===== src/rtl/lc3_pkg.sv =====
// lc3_pkg: shared microsequencer constants, control-word field positions and COND encodings.
package lc3_pkg;
  localparam int UPC_W = 6;
  localparam int UI_W = 49;
  localparam int IRD_BIT = 48;
  localparam int COND_HI = 47;
  localparam int COND_LO = 45;
  localparam int J_HI = 44;
  localparam int J_LO = 39;
  localparam logic [UPC_W-1:0] FETCH_STATE_DEF = 6'd18;
  typedef enum logic [2:0] {
    COND_UNC  = 3'b000,
    COND_RDY  = 3'b001,
    COND_BEN  = 3'b010,
    COND_ADDR = 3'b011,
    COND_PRIV = 3'b100,
    COND_INT  = 3'b101
  } cond_e;
endpackage


===== src/rtl/next_addr_logic.sv =====
// next_addr_logic: combinational next-uPC selection from IRD/COND/J and datapath status.
module next_addr_logic
  import lc3_pkg::*;
(
  input  logic [UI_W-1:0]  i_u_instruction,
  input  logic [15:0]      i_ir,
  input  logic             i_ben,
  input  logic             i_r,
  input  logic             i_psr15,
  input  logic             i_intr,
  output logic [UPC_W-1:0] o_next
);
  logic [2:0]       w_cond;
  logic [UPC_W-1:0] w_j;
  logic [UPC_W-1:0] w_or;
  logic             w_unused;
  assign w_cond = i_u_instruction[COND_HI:COND_LO];
  assign w_j = i_u_instruction[J_HI:J_LO];
  assign w_unused = ^{i_u_instruction[J_LO-1:0], i_ir[10:0]};
  // COND 110/111 fall through to no modifier, same as unconditional
  always_comb begin
    w_or = (w_cond == COND_RDY)  ? {4'b0, i_r, 1'b0} :
           (w_cond == COND_BEN)  ? {3'b0, i_ben, 2'b0} :
           (w_cond == COND_ADDR) ? {5'b0, i_ir[11]} :
           (w_cond == COND_PRIV) ? {2'b0, i_psr15, 3'b0} :
           (w_cond == COND_INT)  ? {1'b0, i_intr, 4'b0} : '0;
    o_next = i_u_instruction[IRD_BIT] ? {2'b00, i_ir[15:12]} : (w_j | w_or);
  end
endmodule


===== src/rtl/micro_sequencer.sv =====
// micro_sequencer: LC-3 uPC register, BEN, instruction-fetch counter and memory-wait watchdog.
module micro_sequencer
  import lc3_pkg::*;
#(
  parameter int               MEM_TIMEOUT = 64,
  parameter logic [UPC_W-1:0] FETCH_STATE = FETCH_STATE_DEF,
  parameter int               CNT_W       = 16
) (
  input  logic             clk,
  input  logic             rst,
  input  logic             run,
  input  logic [UI_W-1:0]  u_instruction,
  input  logic [15:0]      ir,
  input  logic             ld_ben,
  input  logic             n,
  input  logic             z,
  input  logic             p,
  input  logic             r,
  input  logic             psr15,
  input  logic             intr,
  output logic [UPC_W-1:0] upc,
  output logic             ben,
  output logic [CNT_W-1:0] instr_count,
  output logic             mem_timeout
);
  localparam int WW = $clog2(MEM_TIMEOUT + 1);
  localparam logic [WW-1:0] LAST = WW'(MEM_TIMEOUT - 1);
  logic [UPC_W-1:0] r_upc;
  logic             r_ben;
  logic [CNT_W-1:0] r_cnt;
  logic             r_timeout;
  logic [WW-1:0]    r_wait_cnt;
  logic [UPC_W-1:0] w_next;
  logic             w_wait;
  logic             w_fetch_entry;
  next_addr_logic u_next (
    .i_u_instruction(u_instruction),
    .i_ir(ir),
    .i_ben(r_ben),
    .i_r(r),
    .i_psr15(psr15),
    .i_intr(intr),
    .o_next(w_next)
  );
  assign w_wait = !u_instruction[IRD_BIT] && (u_instruction[COND_HI:COND_LO] == COND_RDY) && !r;
  assign w_fetch_entry = (w_next == FETCH_STATE) && (r_upc != FETCH_STATE);
  always_ff @(posedge clk) begin
    if (rst) begin
      r_upc <= FETCH_STATE;
      r_ben <= 1'b0;
      r_cnt <= '0;
      r_timeout <= 1'b0;
      r_wait_cnt <= '0;
    end else if (run) begin
      r_upc <= w_next;
      if (ld_ben) r_ben <= (ir[11] & n) | (ir[10] & z) | (ir[9] & p);
      if (w_fetch_entry) r_cnt <= r_cnt + CNT_W'(1);
      // wait_cnt parks at LAST so the sticky flag needs no wider counter
      if (!w_wait) r_wait_cnt <= '0;
      else if (r_wait_cnt == LAST) r_timeout <= 1'b1;
      else r_wait_cnt <= r_wait_cnt + WW'(1);
    end
  end
  assign upc = r_upc;
  assign ben = r_ben;
  assign instr_count = r_cnt;
  assign mem_timeout = r_timeout;
endmodule


===== config.mk =====
export PLATFORM = sky130hd
export DESIGN_NAME = micro_sequencer
export DESIGN_NICKNAME = d
export VERILOG_FILES = /design/src/rtl/lc3_pkg.sv /design/src/rtl/next_addr_logic.sv /design/src/rtl/micro_sequencer.sv
export SDC_FILE = /design/constraint.sdc
export NUM_CORES = 1
export LEC_CHECK = 0
export CORE_MARGIN = 2
export CORE_UTILIZATION = 36
export DETAILED_ROUTE_END_ITERATION = 7
export PLACE_DENSITY = 0.87
export SETUP_SLACK_MARGIN = 0.1
export SYNTH_ARGS = -nofsm -noshare
export SYNTH_HDL_FRONTEND = slang
export SYNTH_SLANG_ARGS = --single-unit

===== constraint.sdc =====
create_clock -name clk -period 2.2 [get_ports clk]
set_clock_uncertainty 0.15 [all_clocks]
set_input_delay 0.33 -clock clk [delete_from_list [all_inputs] [get_ports clk]]
set_output_delay 0.33 -clock clk [all_outputs]
set_load 0.1 [all_outputs]

==> parameters.txt, run 1 <==
Parameter                              Value

Run
  Count of max-cap constraint violations ... 0

Critical path
  Reg2reg start ... ben
  Crit path required time ... 2260 ps
  Length in cells of the worst reg-to-reg path ... 6
  Number of buffers and inverters on the critical path ... 2
  Critical path origin ... u_instruction[47]
  Standard cell with the maximum stage delay on the critical path ... or4_4
  Reg2Reg Capture Point ... instr_count[5]
  R2R setup slack ... 200 ps
  Cell breakdown of the critical path ... dlygate4sd2_1 -> and4bb_2 -> and4bb_2 -> nand4_1 -> buf_6 -> or4_4 -> a21oi_2
  Top Family by Delay on Critical Path ... simple AND/OR/NAND/NOR gates
  WS Path Type ... primary input to flop
  Kind of end point of the critical path ... flop
  Cell repeated most along the worst path ... and4bb_2
  Stage delay of the slowest cell on the critical path ... 510 ps
  Top fanout value on the critical path ... 6
  Type of origin of the critical path ... primary input
  Worst EP arrival ... 2110 ps

Routing
  Detailed Route WL ... 4.29 mm
  Routed len/inst ... 13.2 um
  Post-detailed-route count of antenna-violating nets ... 0
  Remaining DRCs ... 0
  Number of iterations in the first detailed-routing pass ... 4
  Avg Vias per Cell ... 5.36
  1st-iter DRT viols ... 129
  Total via count after detailed routing ... 1,738

Die
  Top-Level Pins ... 99
  Width of the chip ... 70.1 um
  Chip height ... 70.1 um
  Initial Util ... 36.9%
  Die outline area ... 4910 um2
  Core Rows ... 24
  Core outline area ... 4260 um2

Timing
  Worst relative slew slack ... 78.3%
  RSZ-0062 raised after global routing ... no
  Final worst setup slack ... 151 ps
  Minimum period implied by the final worst setup slack ... 2050 ps
  Achievable frequency ... 488 MHz
  Worst hold-check slack ... 312 ps
  Final Hold Fails ... 0
  Final setup viols ... 0
  Post-route fraction of the period consumed by the critical path ... 93.1%
  Worst-Margin Slew ... 321 ps
  Slew Limit Fails ... 0
  Post-route setup TNS ... 0 ps

Yosys
  Total number of yosys warnings ... 0
  Library cell with the largest summed area after synthesis ... dfxtp_1
  Count of flip-flops with a built-in enable after synthesis ... 0
  Per-instance average area after synthesis ... 8.10 um2
  Portion of synthesized cell area occupied by the leading cell type ... 39.5%
  Predominant post-synthesis flop cell ... dfxtp_1
  Proportion of synthesized chip area in sequential cells ... 39.5%
  Synthesized cell area ... 1570 um2
  Post-synthesis cell type count ... 40
  Number of instances in the synthesized netlist ... 194
  Synth top area cells ... dfxtp_1 (39%), a21oi_1 (8.6%), o21ai_0 (4.8%)
  Synth async-reset ratio ... 0%
  Syn nets ... 271
  Post-synthesis register bit count ... 31

Finish
  Area Overhead vs Synth ... 52.8%
  Total area of sequential cells ... 644 um2
  Share of final-layout standard cells stronger than drive strength 1 ... 32.7%
  Final #Nets ... 348
  Area occupied by multi-input gates ... 935 um2
  Final core area utilization ... 56.3%
  Antenna diode count ... 0
  Fillcell total ... 381

Clock tree
  Library cell used as clock root buffer ... clkbuf_8
  Post-CTS clock slew at the launch and capture registers of the worst setup and hold paths ... 60 ps
  CTS tree ... built
  Clock Latency Late Sink ... 280 ps
  Number of buffers added by the clock tree synthesis step ... 5
  Clock Tree Buf Depth ... 2
  CTS H-Tree Depth ... 2
  Sink Count ... 31

GRT
  Maximum number of pins on one net before global-route repair ... 28
  Wire length of the first global-routing pass ... 7.08 mm
  Antenna violations before repair ... 0
  Total track usage ... 17.8%
  Vias in the first global route ... 1,641
  Remaining global-route overflow ... 0

Min path
  Launch point of the worst hold path ... r_wait_cnt[6]
  WHS Path Cells ... 2
  Capture endpoint of the worst hold path ... r_wait_cnt[6]
  Worst Hold Class ... flop to flop

Power
  Maximum resistive drop on vdd ... 298 uV
  Overall Power ... 1.20 mW
  Leakage power ... 0.921 nW
  Power per unit of standard cell area ... 500 nW/um2

Placed design
  PortBufs ... 50
  Setup WS pre-CTS ... -386 ps
  Placer's final routability congestion estimate ... 0.748
  DP HPWL ... 2.88 mm

Outcome
  Result of the run ... finished clean
worst register-to-register path: cells and delay by family (launching register included):
| family | cells | cell delay, ps |
|---|---|---|
| DFF | 1 | 330 |
| AOI/OAI and AO/OA | 1 | 120 |
| and+or+nand+nor | 4 | 1180 |
| buffers and inverters | 1 | 160 |
per-stage QoR:
| stage | cells | instance area (um2) |
|---|---|---|
| floorplan | 194 | 1600 |
| global placement | 301 | 2160 |
| detailed placement | 301 | 2160 |
| CTS | 319 | 2310 |
| global route | 324 | 2400 |
| finish | 324 | 2400 |
cells in the final DEF, fill, tap and decap left out, types with 2 or more instances in the layout:
cell type / count
o211ai_1: 2
inv_1: 7
dlymetal6s2s_1: 2
nand3_1: 5
o21ai_0: 12
o31ai_1: 2
nand2_1: 16
dfxtp_1: 12
nor2_1: 16
and4bb_2: 3
a21oi_2: 3
buf_4: 47
xnor2_1: 2
dlygate4sd2_1: 5
nand4_1: 10
buf_6: 3
nand2b_1: 2
a211oi_2: 2
clkdlybuf4s50_1: 18
o21ai_1: 3
a21oi_1: 24
clkbuf_1: 2
ha_1: 2
clkbuf_8: 5
xor2_1: 2
nand3b_1: 2
or3_1: 11
and2_1: 2
and3_1: 4
nor3_1: 3
dfxtp_2: 19
clkbuf_2: 2
and4_1: 2
a21o_1: 2
repair_timing:
item | in CTS | in global routing
setup buffers | 10 | 5
resized for setup | 6 | 17
hold buffers | 0 | 0
pin swaps | 6 | 10
endpoints found under the setup margin | 12 | 8
cells in the mapped netlist (all sizes together), types with 2 or more instances:
library cell and count:
or3 12, nand3 5, nand4 10, nand3b 2, o211ai 2, dfxtp 31, nor3 3, clkbuf 4
a21oi 27, and3 4, o21ai 15, a211oi 2, ha 2, nand2b 2, and2 2, or4 2
nor2 16, and4 2, xnor2 2, nand2 16, a21o 2, inv 7, buf 3, o31ai 2
and4bb 3, xor2 2
where the power goes:
group          internal (mW)  total, mW  switching [mW]
clock                  0.221      0.422           0.201
combinational         0.0830      0.201           0.118
sequential             0.572      0.578         0.00648
total                  0.876       1.20           0.325
flip-flops by register name (all words and copies together), names as in the netlist:
register	count
ben	1
r_wait_cnt	7
mem_timeout	1
upc	6
instr_count	16
layer usage:
metal | up-vias | track usage (%) | wire, um
met5 | - | 0 | 0
met3 | 7 | 5.63 | 234
met4 | 0 | 6.41 | 60
met1 | 807 | 20.0 | 1870
met2 | 52 | 31.5 | 2120
li1 | 872 | - | -
area by class of cell:
cell class	instances	share of cell area (%)
inverters	8	1.25
well taps	52	2.71
repair buffers	77	26.9
clock buffers	7	3.18
flip-flops and latches	31	26.8
clock inverters	1	0.208
multi-input cells	148	38.9
kinds of logic (layout without fill, tap and decap cells):
logic type,after synthesis,count (layout),synth area share (%)
buf+inv,15,93,3.82
flops,31,31,39.5
xor+xnor,4,4,2.23
compound gates,56,56,21.1
fa+ha+maj,2,2,1.59
simple gates,86,86,31.8
worst max-delay path by stage:
stage / cells after the start / to / slack (ps)
2_1_floorplan: 6 / instr_count[8] / 100
3_3_place_gp: 6 / instr_count[5] / -330
3_5_place_dp: 6 / instr_count[9] / -390
4_1_cts: 6 / instr_count[9] / 110
5_1_grt: 7 / instr_count[5] / 80
6_report: 7 / instr_count[5] / 150
No activity file was read; power rests on OpenSTA's default activity.
==> run 2, diff against run 1 <==
Settings changed: CORE_MARGIN 2 to 8, SLEW_MARGIN set to 10.
==> parameters.txt, run 2 (synthesis gave the netlist of run 1 again) <==
Parameter                              Value

Outcome
  Result of the run ... finished clean (unchanged)

Finish
  Share of final-layout standard cells stronger than drive strength 1 ... 30.2% (was 32.7%)
  Top library cells by usage in the layout, fill and taps aside ... buf_4 (41), a21oi_1 (27), dfxtp_2 (19) (was buf_4 (47), a21oi_1 (24), dfxtp_2 (19))
  Area Overhead vs Synth ... 49.1% (was 52.8%)
  Total area of sequential cells ... 644 um2 (unchanged)
  Flip-flop count of the largest register, all copies and words added ... 16 (unchanged)
  Area occupied by multi-input gates ... 930 um2 (was 935 um2)
  Most common library cell in the layout ignoring fill and taps ... buf_4 (unchanged)
  Antenna diode count ... 0 (unchanged)
  Layout Cells excl Fill ... 314 (was 324)
  Final #Nets ... 338 (was 348)
  Fillcell total ... 401 (was 381)
  Summed area of non-filler cells in the final layout ... 2340 um2 (was 2400 um2)

Die
  Width of the chip ... 82.1 um (was 70.1 um)
  Initial Util ... 36.6% (was 36.9%)
  Core outline area ... 4290 um2 (was 4260 um2)
  Top-Level Pins ... 99 (unchanged)
  Chip height ... 82.1 um (was 70.1 um)
  Die outline area ... 6740 um2 (was 4910 um2)
  Core Rows ... 24 (unchanged)

Critical path
  Kind of end point of the critical path ... flop (unchanged)
  WS Path Type ... flop to flop (was primary input to flop)
  Worst EP arrival ... 2140 ps (was 2110 ps)
  Crit path required time ... 2260 ps (about the same)
  Top fanout value on the critical path ... 5 (was 6)
  Type of origin of the critical path ... flop (was primary input)

Clock tree
  Number of buffers inserted for hold repair after clock tree synthesis ... 0 (unchanged)
  Post-CTS clock slew at the launch and capture registers of the worst setup and hold paths ... 70 ps (was 60 ps)
  CTS H-Tree Depth ... 2 (unchanged)
  CTS tree ... built (unchanged)
  Clock Latency Late Sink ... 280 ps (about the same)
  Sink Count ... 31 (unchanged)
  Library cell used as clock root buffer ... clkbuf_8 (unchanged)
  Number of buffers added by the clock tree synthesis step ... 5 (unchanged)
  Clock Tree Buf Depth ... 2 (unchanged)

GRT
  Total track usage ... 12.9% (was 17.8%)
  Vias in the first global route ... 1,697 (was 1,641)
  Maximum number of pins on one net before global-route repair ... 19 (was 28)
  Wire length of the first global-routing pass ... 7.02 mm (was 7.08 mm)
  Remaining global-route overflow ... 0 (unchanged)
  Antenna violations before repair ... 0 (unchanged)

Routing
  Number of iterations in the first detailed-routing pass ... 4 (unchanged)
  Routed len/inst ... 13.5 um (was 13.2 um)
  Detailed Route WL ... 4.23 mm (was 4.29 mm)
  Total via count after detailed routing ... 1,704 (was 1,738)
  Avg Vias per Cell ... 5.43 (was 5.36)
  1st-iter DRT viols ... 104 (was 129)
  Post-detailed-route count of antenna-violating nets ... 0 (unchanged)
  Remaining DRCs ... 0 (unchanged)

Placed design
  DP HPWL ... 3.24 mm (was 2.88 mm)
  Placed cells ... 302 (was 301)
  Placer's final routability congestion estimate ... 0.780 (was 0.748)
  DP Area ... 2170 um2 (was 2160 um2)
  PortBufs ... 50 (unchanged)

Timing
  Post-route fraction of the period consumed by the critical path ... 94.5% (was 93.1%)
  Worst hold-check slack ... 317 ps (was 312 ps)
  Minimum period implied by the final worst setup slack ... 2080 ps (was 2050 ps)
  Worst-Margin Slew ... 425 ps (was 321 ps)
  Final Hold Fails ... 0 (unchanged)
  Slew Limit Fails ... 0 (unchanged)
  Final setup viols ... 0 (unchanged)
  Achievable frequency ... 481 MHz (was 488 MHz)
  RSZ-0062 raised after global routing ... yes (was no)
  Worst relative slew slack ... 71.6% (was 78.3%)

Min path
  Worst Hold Class ... flop to flop (unchanged)

Power
  Maximum resistive drop on vdd ... 431 uV (was 298 uV)
  Leakage power ... 0.902 nW (was 0.921 nW)
  Power per unit of standard cell area ... 579 nW/um2 (was 500 nW/um2)

Run
  Count of max-cap constraint violations ... 0 (unchanged)
==> run 2: cell types whose count changed in the layout (fill, tap and decap cells not counted), sizes merged <==
cell | before | now
inv | 7 | 8
dlymetal6s2s | 2 | 3
clkdlybuf4s50 | 18 | 17
clkinv | 2 | 1
dlygate4sd2 | 5 | 3
bufinv | 0 | 1
buf | 50 | 41
==> run 2: where the power goes <==
group	internal (mW)	switching [mW]	total, mW
logic	0.0829	0.119	0.202
clock network	0.366	0.210	0.576
registers	0.571	0.00671	0.578
total	1.02	0.335	1.36
==> run 2: cell type report <==
cell class / count / area share (%)
Sequential cell: 31 / 27.5
Timing Repair Buffer: 67 / 23.8
Multi-Input combinational cell: 148 / 39.7
Clock buffer: 6 / 3.52
Inverter: 8 / 1.28
Tap cell: 52 / 2.78
Clock inverter: 2 / 1.49
==> run 2: stage by stage <==
step                total power [mW]  setup WS, ps  TNS, ps  utilization [%]
CTS                             1.36           101        0             53.8
global route                    1.41          67.2        0             54.6
floorplan                      0.698           104        0                -
detailed placement             0.786          -384    -4000             50.5
finish                          1.36           121        0             54.6
global placement               0.783          -326    -3280             50.5
==> run 2: critical path, cell delays in order (launching register included) <==
cell	delay, ps
dfxtp_2	320
and4bb_2	230
and4bb_2	310
nand4_1	210
buf_4	210
or4_1	460
a21oi_1	130
==> run 2: routing by layer <==
metal / GRT usage, % / routed length, um / up-vias
li1: - / - / 854
met1: 14.0 / 1910 / 792
met2: 21.2 / 1900 / 49
met3: 5.58 / 363 / 9
met4: 6.32 / 65 / 0
met5: 0 / 0 / -
==> run 2: timing repair <==
action                                  4_1_cts  5_1_grt
pin swaps                                     6        8
gates resized for setup                       8       13
endpoints found under the setup margin       13        2
setup buffers                                 1        3
==> run 2: path summary, 6_finish.rpt <==
path | start | endpoint | slack [ps] | depth (start not counted)
worst max-delay path | ben | instr_count[8] | 120 | 6
worst min-delay path | r_wait_cnt[6] | r_wait_cnt[6] | 320 | 2
worst max register to register | ben | instr_count[8] | 120 | 6
worst min register to register | r_wait_cnt[6] | r_wait_cnt[6] | 320 | 2
==> run 3, diff against run 2 <==
Settings changed: CORE_MARGIN 8 to not set.
==> parameters.txt, run 3 (synthesis gave the netlist of run 1 again) <==
Parameter                              Value

Finish
  Total area of sequential cells ... 644 um2 (unchanged)
  Top library cells by usage in the layout, fill and taps aside ... buf_4 (44), a21oi_1 (24), dfxtp_2 (19) (was buf_4 (41), a21oi_1 (27), dfxtp_2 (19))
  Final #Nets ... 343 (was 338)
  Area Overhead vs Synth ... 53.7% (was 49.1%)
  Fillcell total ... 347 (was 401)
  Summed area of non-filler cells in the final layout ... 2420 um2 (was 2340 um2)
  Most common library cell in the layout ignoring fill and taps ... buf_4 (unchanged)
  Flip-flop count of the largest register, all copies and words added ... 16 (unchanged)
  Layout Cells excl Fill ... 317 (was 314)
  Antenna diode count ... 0 (unchanged)
  Share of final-layout standard cells stronger than drive strength 1 ... 34.1% (was 30.2%)
  Area occupied by multi-input gates ... 958 um2 (was 930 um2)

GRT
  Wire length of the first global-routing pass ... 6.79 mm (was 7.02 mm)
  Antenna violations before repair ... 0 (unchanged)
  Maximum number of pins on one net before global-route repair ... 21 (was 19)
  Remaining global-route overflow ... 0 (unchanged)
  Vias in the first global route ... 1,562 (was 1,697)
  Total track usage ... 19.7% (was 12.9%)

Timing
  Final Hold Fails ... 0 (unchanged)
  Achievable frequency ... 487 MHz (was 481 MHz)
  Worst-Margin Slew ... 417 ps (was 425 ps)
  RSZ-0062 raised after global routing ... no (was yes)
  Worst relative slew slack ... 72.1% (was 71.6%)
  Slew Limit Fails ... 0 (unchanged)
  Minimum period implied by the final worst setup slack ... 2060 ps (was 2080 ps)
  Worst hold-check slack ... 317 ps (about the same)
  Final setup viols ... 0 (unchanged)
  Final worst setup slack ... 145 ps (was 121 ps)
  Post-route fraction of the period consumed by the critical path ... 93.4% (was 94.5%)

Clock tree
  Clock Latency Late Sink ... 280 ps (about the same)
  Clock Tree Buf Depth ... 2 (unchanged)
  Number of buffers inserted for hold repair after clock tree synthesis ... 0 (unchanged)
  CTS H-Tree Depth ... 2 (unchanged)
  Sink Count ... 31 (unchanged)
  Number of buffers added by the clock tree synthesis step ... 5 (unchanged)
  CTS tree ... built (unchanged)
  Post-CTS clock slew at the launch and capture registers of the worst setup and hold paths ... 70 ps (about the same)
  Library cell used as clock root buffer ... clkbuf_8 (unchanged)

Die
  Initial Util ... 38.5% (was 36.6%)
  Chip height ... 68.1 um (was 82.1 um)
  Core Rows ... 23 (was 24)
  Top-Level Pins ... 99 (unchanged)
  Die outline area ... 4630 um2 (was 6740 um2)
  Width of the chip ... 68.1 um (was 82.1 um)
  Core outline area ... 4090 um2 (was 4290 um2)

Min path
  Worst Hold Class ... flop to flop (unchanged)

Routing
  Detailed Route WL ... 4.52 mm (was 4.23 mm)
  Met2 wirelength from detailed routing ... 2.28 mm (was 1.90 mm)
  Post-detailed-route count of antenna-violating nets ... 0 (unchanged)
  Remaining DRCs ... 0 (unchanged)
  Uppermost routed layer ... met4 (unchanged)
  Number of iterations in the first detailed-routing pass ... 4 (unchanged)
  Routed length on met3 ... 225 um (was 363 um)
  Total via count after detailed routing ... 1,748 (was 1,704)
  Routed len/inst ... 14.3 um (was 13.5 um)
  1st-iter DRT viols ... 72 (was 104)
  Avg Vias per Cell ... 5.51 (was 5.43)
  Routed length on met1 ... 1.91 mm (about the same)

Outcome
  Result of the run ... finished clean (unchanged)

Placed design
  Placer's final routability congestion estimate ... 0.759 (was 0.780)
  DP Area ... 2180 um2 (was 2170 um2)
  PortBufs ... 50 (unchanged)
  Setup WS pre-CTS ... -335 ps (was -384 ps)
  DP HPWL ... 3.10 mm (was 3.24 mm)
  Placed cells ... 302 (unchanged)

Critical path
  Crit path required time ... 2280 ps (was 2260 ps)
  Worst EP arrival ... 2130 ps (was 2140 ps)
  Critical path origin ... u_instruction[40] (was ben)
  Reg2Reg Capture Point ... instr_count[9] (was instr_count[8])
  WS Path Type ... primary input to flop (was flop to flop)
  Type of origin of the critical path ... primary input (was flop)
  Critical Path Sink ... instr_count[12] (was instr_count[8])
  Top fanout value on the critical path ... 5 (unchanged)
  Reg2reg start ... ben (unchanged)
  R2R setup slack ... 180 ps (was 120 ps)
  Kind of end point of the critical path ... flop (unchanged)
  Length in cells of the worst reg-to-reg path ... 6 (unchanged)

Power
  Power per unit of standard cell area ... 567 nW/um2 (was 579 nW/um2)
  Overall Power ... 1.37 mW (was 1.36 mW)
  Maximum resistive drop on vdd ... 366 uV (was 431 uV)
  Leakage power ... 0.943 nW (was 0.902 nW)

Run
  Count of max-cap constraint violations ... 0 (unchanged)
## run 3: cell count changes in the layout (fill, tap and decap cells not counted), moves of 2 or more
| cell | delta |
|---|---|
| a21oi_1 | -3 |
| a21oi_2 | +3 |
| buf_4 | +3 |
| dlygate4sd2_1 | -2 |
| dlymetal6s2s_1 | +2 |
| o21ai_0 | -2 |
| o21ai_1 | +2 |
| or3_1 | -2 |
| or3_4 | +2 |
## run 3: worst min-delay path by stage
stage | from | end | slack [ps] | depth (start not counted)
global route | upc[0] | upc[0] | 340 | 2
CTS | mem_timeout | mem_timeout | 320 | 2
detailed placement | mem_timeout | mem_timeout | 310 | 2
floorplan | r_wait_cnt[6] | r_wait_cnt[6] | 280 | 2
global placement | r_wait_cnt[6] | r_wait_cnt[6] | 300 | 2
finish | mem_timeout | mem_timeout | 320 | 2
## run 3: final cells by class
class,instances,area share (%)
repair buffers,72,25.0
inverters,8,1.24
multi-input cells,148,39.7
clock buffers,6,3.42
well taps,50,2.59
clock inverters,2,1.45
flip-flops and latches,31,26.7
## run 3: timing repair
item,4_1_cts,5_1_grt
buffers inserted,2,3
pin swaps,6,20
gates resized for setup,6,25
cloned,0,2
setup endpoints to repair,13,13
## run 3: worst max-delay path: stages
cell	delay (ps)
clkdlybuf4s50_1	450
nor2_1	70
a211oi_4	250
buf_4	160
nand4_1	190
buf_6	210
or3_4	360
a21oi_2	110
## run 3: where the power goes
group | leakage [nW] | switching (mW) | internal (mW) | total [mW]
Sequential | 0.259 | 0.00736 | 0.571 | 0.579
Combinational | 0.623 | 0.120 | 0.0835 | 0.203
Clock | 0.0612 | 0.221 | 0.366 | 0.587
## run 3: per-stage QoR
stage | setup TNS (ps) | utilization [%]
6_report | 0 | 59.1
5_1_grt | 0 | 59.1
3_5_place_dp | -3830 | 53.4
2_1_floorplan | 0 | -
3_3_place_gp | -3220 | 53.4
4_1_cts | 0 | 56.8
## run 3: layer usage
layer,up-vias,global-route usage [%]
li1,866,-
met1,819,22.7
met2,47,34.6
met3,16,5.83
met4,0,5.99
met5,-,0
